## src/rtl/fetch_queue.sv

```systemverilog
// fetch_queue: {pc, instr} FIFO between fetch and decode.
// Stalls the PC when full; a redirect flushes everything.
module fetch_queue #(
  parameter int DEPTH = 4
) (
  input  logic                     clk,
  input  logic                     reset,
  input  logic [31:0]              f_pc,
  input  logic [31:0]              f_instr,
  input  logic                     f_valid,
  input  logic                     flush,
  output logic                     pc_stall,
  output logic                     d_valid,
  input  logic                     d_ready,
  output logic [31:0]              d_pc,
  output logic [31:0]              d_pc8,
  output logic [31:0]              d_instr,
  output logic [$clog2(DEPTH):0]   count
);

  localparam int AW = $clog2(DEPTH);
  localparam logic [AW:0] FULL_CNT = (AW+1)'(DEPTH);

  logic [AW-1:0] wr_ptr;
  logic [AW-1:0] rd_ptr;
  logic [31:0]   pc_mem    [DEPTH];
  logic [31:0]   instr_mem [DEPTH];
  logic          full;
  logic          empty;
  logic          push;
  logic          pop;

  // Status and handshake qualifiers, all from registered count.
  always_comb begin
    full     = (count == FULL_CNT);
    empty    = (count == '0);
    pc_stall = full;
    d_valid  = !empty;
    push     = f_valid & !full & !flush;
    pop      = !empty & d_ready & !flush;
  end

  // Pointers and occupancy; reset beats flush, flush beats push/pop.
  always_ff @(posedge clk) begin
    if (reset) begin
      wr_ptr <= '0;
      rd_ptr <= '0;
      count  <= '0;
    end else if (flush) begin
      wr_ptr <= '0;
      rd_ptr <= '0;
      count  <= '0;
    end else begin
      if (push) wr_ptr <= wr_ptr + 1'b1;
      if (pop)  rd_ptr <= rd_ptr + 1'b1;
      case ({push, pop})
        2'b10:   count <= count + 1'b1;
        2'b01:   count <= count - 1'b1;
        default: count <= count;
      endcase
    end
  end

  // Entry storage; contents are never reset.
  always_ff @(posedge clk) begin
    if (push && !reset) begin
      pc_mem[wr_ptr]    <= f_pc;
      instr_mem[wr_ptr] <= f_instr;
    end
  end

  // Head entry view; an empty queue presents a zero bubble.
  always_comb begin
    d_pc    = 32'h0;
    d_pc8   = 32'h0;
    d_instr = 32'h0;
    if (!empty) begin
      d_pc    = pc_mem[rd_ptr];
      d_pc8   = pc_mem[rd_ptr] + 32'd8;
      d_instr = instr_mem[rd_ptr];
    end
  end

endmodule

```

## config.mk

```make
export PLATFORM = sky130hd
export DESIGN_NAME = fetch_queue
export DESIGN_NICKNAME = d
export VERILOG_FILES = /design/src/rtl/fetch_queue.sv
export SDC_FILE = /design/constraint.sdc
export NUM_CORES = 1
export LEC_CHECK = 0
export BUFFER_PORTS_ARGS = -buffer_cell sky130_fd_sc_hd__buf_2
export CAP_MARGIN = 5
export CORE_ASPECT_RATIO = 1.1
export CORE_MARGIN = 2
export CORE_UTILIZATION = 60
export CTS_CLUSTER_SIZE = 40
export DETAILED_ROUTE_END_ITERATION = 7
export MAX_ROUTING_LAYER = met4
export PLACE_DENSITY = 0.86
export SYNTH_ARGS = -nofsm -noshare
export SYNTH_HDL_FRONTEND = slang
export SYNTH_SLANG_ARGS = --single-unit
```

## constraint.sdc

```tcl
create_clock -name clk -period 9.74 [get_ports clk]
set_input_delay 2.922 -clock clk [delete_from_list [all_inputs] [get_ports clk]]
set_output_delay 2.922 -clock clk [all_outputs]
set_load 0.01 [all_outputs]
```

==> results.txt <==
- Among all flip-flop cells after synthesis, the most frequent one is edfxtp_1.
- Worst setup SP type: register
- After the last flow step, the layout net total stands at 822.
- The tool flagged a number of max-cap violations equal to 0.
* Hold buffer count at cts: 0
- Syn nets: 655
- In the routed design, unresolved DRC markers number 0.
- The max-slew violation count came to 0.
* Post-Route Setup TNS: 0 ps
- The first global-routing pass estimated 33400 µm of wire.
- In this run, synthesis produced a sequential element count of 265.
* Skew-Pair Late Insertion Delay: 500 ps
* Total clock sinks: 265
* EDFF count, synth: 256
* Initial standard-cell utilization of the core: 61.6%
- Dividing the detail-routed wire length by the instance count gives 21.4 µm.
* Placement Rows: 51
- By area the synthesized netlist is led by edfxtp_1 70%, mux4_2 10%, and2_1 4.0%.
- The clock period could shrink to 6710 ps.
- Most frequent cells in the layout: 256 x edfxtp_1, 169 x buf_2, 65 x and2_1, 49 x mux4_2, 36 x nor2_1
* Worst Path Arrival: 3790 ps
- Number of buffers created by CTS: 25
- In this run the static leakage power is 0.00450 µW.
- Post-Synthesis Cells: 579
* Pre-Repair DR Iteration Count: 5
* Total via count after detailed routing: 5847
- Resized Gates After CTS: 0
- After the first detailed-routing iteration, the DRC count stood at 417.
- Across the VDD grid, the largest voltage drop is 0.163 mV.
- Most frequent standard cell in the layout excluding fill and tap cells: edfxtp_1
* Worst min-delay path class: reg -> reg
- Entering global routing, the biggest net connects 68 pins.
- At the pin with the least slew margin, the transition time is 1030 ps.
- TritonCTS built the clock tree.
- Count of endpoints failing setup in the final report: 0
- Number of warnings issued by yosys: 0
- Number of antenna violations at the first check in global routing: 5
- The biggest area contributor in the post-synthesis netlist is edfxtp_1.
* Routability congestion estimate from global placement: 0.915
- Width of the die: 133 µm
* Share of the cycle needed by the critical path after routing: 68.9%
- Global routing consumed, over all layers together, 23.1% of the routing resources.
* Placed wire-length estimate after detailed placement: 13300 µm
- Kind of critical path: reg -> out
- Kind of capture point of the worst setup path: output pin
* Headroom to the max-slew limit: 31.5%
- Clock skew after layout: 5.70 ps
- Port Buf Inserts: 169
* Max Clock Freq: 0.149 GHz
- Max FO, Critical Path: 43
- For the worst setup path, the data required time is 6820 ps.
- Number of top-level pins: 170
- Proportion of layout cells with a drive suffix above 1: 36.5%
- The count of final hold-check violations came to 0.
- For this design the ratio of total power to cell area is 177 mW/mm².
- Total die area: 0.0193 mm²
- The core region is 0.0177 mm².
* Buffer levels on the longest clock path: 3
- Each instance of the synthesized netlist takes up on average 18.9 µm².
- Clock-pin slew was measured on the worst setup and hold paths at 60 ps.
* Setup repair after global routing missed its margin: no
- Synth unique cells: 38
- Compared with the post-synthesis result, the final layout area differs by 16.2%.
- The cell area that synthesis handed to floorplanning was 0.0109 mm².
- The root buffer cell chosen for the clock tree is clkbuf_16.
- The run finished with clean final reports.
* Chip Height: 145 µm
- Final cell utilization of the core: 71.5%
* Number of buffers inserted to repair setup after CTS: 0
- Drt via density: 5.82
* CTS HTree Levels: 1
- For this block, the routed nets add up to 21500 µm of wire.
- On the final layout, the worst hold slack is 530 ps.
- The via count of the first global-routing pass came to 6054.
- For this run the aggregate overflow at the end of global routing stands at 0.
* Share of synthesized flip-flops with an asynchronous set or reset: 0%
- Final ANT Viol Nets: 0
- Sequential fraction of the synthesis area: 72.0%
- Proportion of netlist area held by the largest area contributor: 70.4%
[flip-flops by register name (all words and copies together), names as in the netlist, named ones only]
register   count
pc_mem       128
count          3
rd_ptr         2
wr_ptr         2
instr_mem    128
[per-stage QoR]
step | cells | power (µW) | setup WS, ps | cell area, µm²
finish | 1004 | 2250 | 3030 | 12700
global route | 1004 | 2330 | 2720 | 12700
detailed placement | 957 | 1390 | 3500 | 11900
CTS | 999 | 2270 | 2970 | 12700
global placement | 957 | 1380 | 3550 | 11900
floorplan | 579 | 1340 | 4240 | 10900
[cells in the mapped netlist (all sizes together), types with 2 or more instances]
| master | count |
|---|---|
| nand4 | 7 |
| inv | 8 |
| nor2 | 36 |
| ha | 6 |
| nand2 | 10 |
| and2 | 69 |
| nand3 | 12 |
| dfxtp | 9 |
| or3 | 4 |
| clkbuf | 15 |
| a21oi | 7 |
| or4 | 4 |
| mux2 | 11 |
| xnor2 | 6 |
| and3 | 5 |
| o21ai | 5 |
| o31ai | 2 |
| xor2 | 9 |
| or2 | 2 |
| nor3 | 7 |
| and4 | 4 |
| edfxtp | 256 |
| buf | 16 |
| mux4 | 64 |
[layer usage]
layer	track usage (%)	vias to the layer above	share of wire (%)
met5	-	-	0
met4	7.69	0	2.5
met3	4.88	44	6.5
met2	37.1	242	49
met1	29.9	2923	42
li1	-	2638	-
[kinds of logic after synthesis]
family,share of synthesized area (%)
flops,72.0
xor+xnor,1.20
buf+inv,1.87
mux,14.9
simple gates,8.39
fa+ha+maj,0.871
compound gates,0.687
[where the power goes]
part | leakage, µW | internal (µW) | total [µW] | switching, µW
Combinational | 0.00174 | 39.3 | 96.0 | 56.7
Clock | 0.000374 | 516 | 891 | 375
Sequential | 0.00239 | 1260 | 1270 | 3.75
[worst max-delay path: stages, from the launching register on]
cell	delay, ps
dfxtp_4	600
buf_4	730
mux4_1	480
and4_1	330
nand4_1	190
or4_1	550
a21oi_1	170
buf_2	150
[cell type report]
| cell class | count | area [µm²] |
|---|---|---|
| well taps | 238 | 298 |
| fillers | 1149 | 5050 |
| clock inverters | 16 | 120 |
| inverters | 8 | 30.0 |
| diodes | 5 | 12.5 |
| flip-flops and latches | 265 | 7880 |
| multi-input cells | 275 | 2860 |
| clock buffers | 26 | 629 |
| repair buffers | 171 | 861 |
[path summary, 6_finish.rpt]
check                                from   endpoint  slack, ps  cells past startpoint
worst min register to register  rd_ptr[1]  rd_ptr[1]        530                      2
worst max register to register   count[2]   count[2]       6520                     11
worst max-delay path             register  d_pc8[31]       3030                      7
worst min-delay path            rd_ptr[1]  rd_ptr[1]        530                      2
Power figures use the tool's default switching activity.
